==> src/rtl/xor_crypt_sequencer_pkg.sv <==
// Shared types and defaults for the XOR-cipher sequencer.
package xor_crypt_sequencer_pkg;

  typedef enum logic [2:0] {
    ST_IDLE = 3'd0,
    ST_KEY  = 3'd1,
    ST_MSG  = 3'd2,
    ST_ENC  = 3'd3,
    ST_SEND = 3'd4,
    ST_DONE = 3'd5
  } seq_state_e;

  localparam int DEF_MSG_SIZE = 64;
  localparam int DEF_KEY_SIZE = 8;
  localparam int DEF_TIMEOUT  = 255;

  // Bit counter width; one spare bit so the terminal count always fits.
  function automatic int cnt_w(input int n);
    return $clog2(n) + 1;
  endfunction

endpackage

==> src/rtl/xor_crypt_sequencer_watchdog.sv <==
// Wait-state watchdog: counts cycles while run is high, clears on clr,
// freezes with ena low. expire flags the TIMEOUT-th cycle of the wait.
module seq_watchdog #(
  parameter int TIMEOUT = 255
) (
  input  logic clk,
  input  logic rst_n,
  input  logic ena,
  input  logic clr,
  input  logic run,
  output logic expire
);

  localparam int TW = $clog2(TIMEOUT + 1);

  logic [TW-1:0] cnt_q;

  // Cycle counter; clear has priority over counting.
  always_ff @(posedge clk or negedge rst_n) begin
    if (!rst_n)     cnt_q <= '0;
    else if (ena) begin
      if (clr)      cnt_q <= '0;
      else if (run) cnt_q <= cnt_q + TW'(1);
    end
  end

  // First wait cycle sees 0, so count TIMEOUT-1 is the last allowed cycle.
  assign expire = run && (cnt_q == TW'(TIMEOUT - 1));

endmodule

==> src/rtl/xor_crypt_sequencer.sv <==
// Sequencer for the serial XOR-cipher datapath: loads key and message
// deserializers, kicks the encrypt stage and the ciphertext serializer,
// with key reuse, abort and a watchdog on the encrypt/send waits.
module xor_crypt_sequencer
  import xor_crypt_sequencer_pkg::*;
#(
  parameter int MSG_SIZE = DEF_MSG_SIZE,
  parameter int KEY_SIZE = DEF_KEY_SIZE,
  parameter int TIMEOUT  = DEF_TIMEOUT
) (
  input  logic       clk,
  input  logic       rst_n,
  input  logic       ena,
  input  logic       iStart,
  input  logic       iKey_reload,
  input  logic       iAbort,
  input  logic       iData_valid,
  input  logic       iData_in,
  input  logic       iEnc_done,
  input  logic       iSer_done,
  output logic       oData_out,
  output logic       oKey_flag,
  output logic       oMsg_flag,
  output logic       oEnc_start,
  output logic       oSer_start,
  output logic       oBusy,
  output logic       oDone,
  output logic       oError,
  output logic       oKey_valid,
  output logic [2:0] oState
);

  localparam int CW = cnt_w(MSG_SIZE);

  seq_state_e    state_q, state_d;
  logic [CW-1:0] bit_cnt_q, bit_cnt_d;
  logic          key_valid_q, key_valid_d;
  logic          error_q, error_d;
  logic          key_flag_q, key_flag_d;
  logic          msg_flag_q, msg_flag_d;
  logic          enc_start_q, enc_start_d;
  logic          ser_start_q, ser_start_d;
  logic          data_q;
  logic          wd_run, wd_clr, wd_expire;

  // Next-state and next-register values; abort overrides everything but reset.
  always_comb begin
    state_d     = state_q;
    bit_cnt_d   = bit_cnt_q;
    key_valid_d = key_valid_q;
    error_d     = error_q;
    key_flag_d  = 1'b0;
    msg_flag_d  = 1'b0;
    enc_start_d = 1'b0;
    ser_start_d = 1'b0;
    if (iAbort && state_q != ST_IDLE) begin
      state_d   = ST_IDLE;
      bit_cnt_d = '0;
      // A half-shifted key is garbage; a key loaded earlier survives.
      if (state_q == ST_KEY) key_valid_d = 1'b0;
    end else begin
      unique case (state_q)
        ST_IDLE: if (iStart) begin
          error_d   = 1'b0;
          bit_cnt_d = '0;
          state_d   = (iKey_reload || !key_valid_q) ? ST_KEY : ST_MSG;
        end
        ST_KEY: if (iData_valid) begin
          key_flag_d = 1'b1;
          if (bit_cnt_q == CW'(KEY_SIZE - 1)) begin
            key_valid_d = 1'b1;
            bit_cnt_d   = '0;
            state_d     = ST_MSG;
          end else begin
            bit_cnt_d = bit_cnt_q + CW'(1);
          end
        end
        ST_MSG: if (iData_valid) begin
          msg_flag_d = 1'b1;
          if (bit_cnt_q == CW'(MSG_SIZE - 1)) begin
            bit_cnt_d   = '0;
            enc_start_d = 1'b1;
            state_d     = ST_ENC;
          end else begin
            bit_cnt_d = bit_cnt_q + CW'(1);
          end
        end
        // Completion beats a coincident watchdog expiry.
        ST_ENC: begin
          if (iEnc_done) begin
            ser_start_d = 1'b1;
            state_d     = ST_SEND;
          end else if (wd_expire) begin
            error_d = 1'b1;
            state_d = ST_IDLE;
          end
        end
        ST_SEND: begin
          if (iSer_done)      state_d = ST_DONE;
          else if (wd_expire) begin
            error_d = 1'b1;
            state_d = ST_IDLE;
          end
        end
        ST_DONE: state_d = ST_IDLE;
        default: state_d = ST_IDLE;
      endcase
    end
  end

  assign wd_run = (state_q == ST_ENC) || (state_q == ST_SEND);
  assign wd_clr = (state_d != state_q);

  seq_watchdog #(.TIMEOUT(TIMEOUT)) u_wd (
    .clk    (clk),
    .rst_n  (rst_n),
    .ena    (ena),
    .clr    (wd_clr),
    .run    (wd_run),
    .expire (wd_expire)
  );

  // State and flag registers; ena low freezes everything so pulses survive.
  always_ff @(posedge clk or negedge rst_n) begin
    if (!rst_n) begin
      state_q     <= ST_IDLE;
      bit_cnt_q   <= '0;
      key_valid_q <= 1'b0;
      error_q     <= 1'b0;
      key_flag_q  <= 1'b0;
      msg_flag_q  <= 1'b0;
      enc_start_q <= 1'b0;
      ser_start_q <= 1'b0;
      data_q      <= 1'b0;
    end else if (ena) begin
      state_q     <= state_d;
      bit_cnt_q   <= bit_cnt_d;
      key_valid_q <= key_valid_d;
      error_q     <= error_d;
      key_flag_q  <= key_flag_d;
      msg_flag_q  <= msg_flag_d;
      enc_start_q <= enc_start_d;
      ser_start_q <= ser_start_d;
      data_q      <= iData_in;
    end
  end

  // Strobes are masked while frozen and reappear once ena returns.
  assign oKey_flag  = key_flag_q  & ena;
  assign oMsg_flag  = msg_flag_q  & ena;
  assign oEnc_start = enc_start_q & ena;
  assign oSer_start = ser_start_q & ena;
  assign oDone      = (state_q == ST_DONE) & ena;
  assign oData_out  = data_q;
  assign oBusy      = (state_q != ST_IDLE);
  assign oError     = error_q;
  assign oKey_valid = key_valid_q;
  assign oState     = state_q;

endmodule

==> config.mk <==
export PLATFORM = sky130hd
export DESIGN_NAME = xor_crypt_sequencer
export DESIGN_NICKNAME = d
export VERILOG_FILES = /design/src/rtl/xor_crypt_sequencer_pkg.sv /design/src/rtl/xor_crypt_sequencer_watchdog.sv /design/src/rtl/xor_crypt_sequencer.sv
export SDC_FILE = /design/constraint.sdc
export NUM_CORES = 1
export LEC_CHECK = 0
export BUFFER_PORTS_ARGS = -buffer_cell sky130_fd_sc_hd__buf_2
export CORE_UTILIZATION = 62
export CTS_CLUSTER_DIAMETER = 150
export DETAILED_ROUTE_END_ITERATION = 8
export GPL_TIMING_DRIVEN = 0
export PLACE_DENSITY_LB_ADDON = 0.25
export SLEW_MARGIN = 20
export SYNTH_ARGS = -nofsm -noshare
export SYNTH_HDL_FRONTEND = slang
export SYNTH_SLANG_ARGS = --single-unit
==> constraint.sdc <==
create_clock -name clk -period 5.85 [get_ports clk]
set_input_delay 1.17 -clock clk [delete_from_list [all_inputs] [get_ports clk]]
set_output_delay 1.17 -clock clk [all_outputs]
set_load 0.02 [all_outputs]
# Yosys cells after proc, flatten, opt, wreduce, memory -nomap -nowiden
# Cells that the tools add are included.
# totals
regBits	25
in_bits	10
word_cells	91
# op_classes
addsub	2
n_eq_ne	15
n_mux	42
bitwise_logic	6
n_reduce_logical	16
# op_table
op	n
$mux W7	6
$mux W3	9
$mux W1	21
$pmux W7 S3	1
$mux W8	2
$pmux W3 S5	1
$ne A3 B3 Y1 const B	3
$add A8 B1 Y8 const B	1
$eq A8 B8 Y1 const B	1
$add A7 B1 Y7 const B	1
$eq A7 B3 Y1 const B	1
$eq A7 B6 Y1 const B	1
$eq A3 B2 Y1 const B	2
$eq A3 B3 Y1 const B	2
$ne A2 B2 Y1 const B	3
$reduce_and A6 Y1	1
$reduce_bool A2 Y1	3
$reduce_bool A3 Y1	2
$and A1 B1 Y1	5
$reduce_and A5 Y1	1
$reduce_and A4 Y1	1
$reduce_bool A4 Y1	1
$eq A3 B1 Y1 const B	1
$logic_not A3 Y1	1
other kinds (8)	10

# Depth between registers and ports, before layout
# logic_depth
depth_word	10
depth_mapped	8
mapped_depth_nobuf	8

# By module
# A second synthesis with hierarchy kept.
# hier_totals
cells_unflattened	199
hier_area_um2	1689.1
# by_module_without_submodules
module	instances	cells_per_inst	area_per_inst_um2	seq_area_each_um2
xor_crypt_sequencer	1	145	1198.6	425.4
seq_watchdog	1	54	490.5	200.2

# Worst setup path before layout
# OpenSTA, ideal clock, no wires.
# synth_timing
path_type	input to output
startpoint	in ena
endpoint	out oDone
t_arrival_ps	1901
path_slack_ps	2779
path_stages	3
path_cell_list	inv_1 > clkbuf_1 > nor3_1
# synth_between
elab_chain_cells	1
# synth_rtl
element	line_no	text
start: declaration	xor_crypt_sequencer.sv:13	input logic ena,
$and A1 B1 Y1	xor_crypt_sequencer.sv:153	assign oDone = (state_q == ST_DONE) & ena;
end: declaration	xor_crypt_sequencer.sv:27	output logic oDone,
# No other way between the ends.

# Worst setup path in the final report
# Ends and elaborated chain as after synthesis.

==> reports/metrics.yaml <==
switching_share_pct: 44.9
end_kind: "output port"
fin_skew_ns: 0.00824
combPwrFrac_pct: 53.3
finalHoldViolations: 0
fin_crit_sh_pct: 55.0
synth_cells: 202
synthTopCellsByArea: "dfrtp_1 35%, o21ai_0 4.5%, nand2_1 3.8%"
die_w_microns: 55.4
route.detailed.wl_per_inst_microns: 16.4
slowest_delay_ns: 0.39
critPathMostFrequentCell: "buf_2"
synth_top_cells_by_count: "25 x dfrtp_1, 18 x nand2_1, 16 x o21ai_0"
p_sw_uw: 292
ys.flop_type: "dfrtp_1"
tightest_slew_ns: 0.634
arrival_ns: 2.05
fin_util_pct: 71.1
crit_path_cell_trace: "buf_2 -> inv_1 -> clkbuf_1 -> nor3_1 -> buf_2"
maxCapViolCount: 0
seqPwrFrac_pct: 34.2
gp_congestion: 0.931
path_clk_slew_ns: 0.14
syn_area_sq_um: 1770
syn_to_final_growth_pct: 9.82
path_class: "in -> out"
io_buffers: 21
ys_warn_count: 0
clk_latency_ns: 0.33
grt_max_degree: 26
start_util_pct: 64.8
setup_viol: 0
die_h_microns: 55.4
fp.dieArea_sq_um: 3070
power.density_nw_per_um2: 335
crit_path_top_delay_cell: "clkbuf_1"
drt_iter0_drc: 92
finalNetCount: 241
ys_seq_area_share_pct: 35.3
io_pins: 22
gr-total-overflow: 0
power.leakage_nw: 0.837
dr.pass1.iters: 4
postRouteAntennaNets: 0
synth_seq_cells: 25
internal-power_uw: 359
nFillCells: 212
num_vias: 1708
yosysMostFrequentCell: "dfrtp_1"
ir_drop_uv: 232
ctsHoldBuffers: 0
rsz0062_at_grt: "false"
synth.distinct_cells: 57
cts_tree: "yes"
rows: 19
synth_top_area_share_pct: 35.3
pwr-share-clk_pct: 12.6
cts.sinks: 25
h-tree-depth: 1
start_kind: "input pin"
period_minus_slack_ns: 3.22
synth_largest_area_cell: "dfrtp_1"
hold_class: "reg -> reg"
viasPerCell: 6.62
clockBufferDepth: 2
antenna_cells: 0
synth_edf_count: 0
grtUsageTotal_pct: 29.3
cp.required_ns: 4.68
layout-drive-gt1-share_pct: 20.7
grt_pass1_vias: 1592
hpwlAfterDp_microns: 3150
grt_pass1_wl_microns: 7160
relSlewSlack_pct: 57.4
timing.setup.tns_ns: 0
core_sq_um: 2730
postSynth.asyncResetShare_pct: 100
synth_nets: 215
drc_errors: 0
ctsRootBufferMaster: "clkbuf_4"
postCtsSetupBuffers: 0
cp_max_fo: 10
antenna_found_initial: 0
dp_cells: 254
maxSlewViolCount: 0
ctsResizeCount: 0
cts-buffers-inserted: 3
wirelength_microns: 4230
synth_area_per_cell_sq_um: 8.76
maxClockFrequency_mhz: 311
stdcell_count: 258
outcome: "completed"
layer usage:
layer	part of all wire, %	vias to the layer above	wire, microns	GRT usage [%]
met5	0	-	0	0
met4	1.5	0	65	12.5
li1	-	799	-	-
met3	4.2	8	176	3.28
met2	48	59	2010	47.3
met1	47	842	1970	40.0
cells by family after synthesis:
logic type                 after synthesis  synth area share (%)
and+or+nand+nor                         80                  24.9
AOI/OAI and AO/OA                       65                  28.3
buffers and inverters                   24                  6.36
xor gates and xnor gates                 1                 0.495
adders and majority gates                4                  2.69
DFF                                     25                  35.3
muxes                                    3                  1.91
critical path, delay by kind of cell:
kind / cells / cell delay, ns
and+or+nand+nor: 1 / 0.09
buffers and inverters: 4 / 0.78
area by class of cell:
class                   instances  area (sq um)  share of cell area, %
well taps                      31          38.8                   1.99
repair buffers                 21           105                   5.41
inverters                      10          37.5                   1.93
clock inverters                 1          7.51                  0.386
flip-flops and latches         25           626                   32.2
clock buffers                   3          22.5                   1.16
multi-input cells             153          1030                   53.1
plain buffers                  14          75.1                   3.86
stage by stage:
stage | area, sq um | hold WS (ns) | power, mW | setup WS, ns
finish | 1940 | 0.502 | 0.651 | 2.63
global route | 1940 | 0.532 | 0.693 | 2.54
CTS | 1940 | 0.506 | 0.647 | 2.65
detailed placement | 1910 | 0.470 | 0.565 | 2.66
global placement | 1910 | 0.463 | 0.551 | 2.66
floorplan | 1770 | 0.439 | 0.480 | 2.78
state kept, by name, indices dropped and copies added, names as in the netlist:
signal / count
u_wd.cnt_q: 8
bit_cnt_q: 7
oState: 3
enc_start_q: 1
key_flag_q: 1
msg_flag_q: 1
oData_out: 1
oError: 1
oKey_valid: 1
ser_start_q: 1
layout by cell type, fill, tap and decap left out, drive strengths merged, types with 2 or more instances in the layout:
cell type,instances
o211ai,4
o2bb2ai,7
o31ai,3
nand3,7
nor2,12
dfrtp,25
mux2,3
nand2b,6
nor3,3
a32o,2
a21o,2
a31o,2
nor2b,3
nand3b,4
and2,8
o22a,2
inv,10
and4,2
nor4,2
ha,3
and3,3
clkbuf,9
buf,29
nand2,18
o41ai,3
or3,2
o21ai,17
or2,3
a21oi,9
nand4,5
path summary, 6_finish.rpt:
| path | slack, ns | end | from | depth (start not counted) |
|---|---|---|---|---|
| max | 2.63 | oDone | ena | 5 |
| min | 0.50 | ser_start_q | ser_start_q | 1 |
| max reg2reg | 3.52 | u_wd.cnt_q[0] | bit_cnt_q[0] | 7 |
| min reg2reg | 0.50 | ser_start_q | ser_start_q | 1 |
| max in group asynchronous | 4.68 | u_wd.cnt_q[6] | rst_n | 1 |
| min in group asynchronous | 0.80 | oKey_valid | rst_n | 1 |
power by group through the flow:
stage / clock [mW] / sequential (mW) / combinational (mW)
floorplan: 0 / 0.228 / 0.252
global placement: 0 / 0.222 / 0.329
detailed placement: 0 / 0.225 / 0.340
CTS: 0.0844 / 0.221 / 0.342
global route: 0.0888 / 0.226 / 0.379
finish: 0.0820 / 0.222 / 0.347
(Power assumes the default switching activity.)
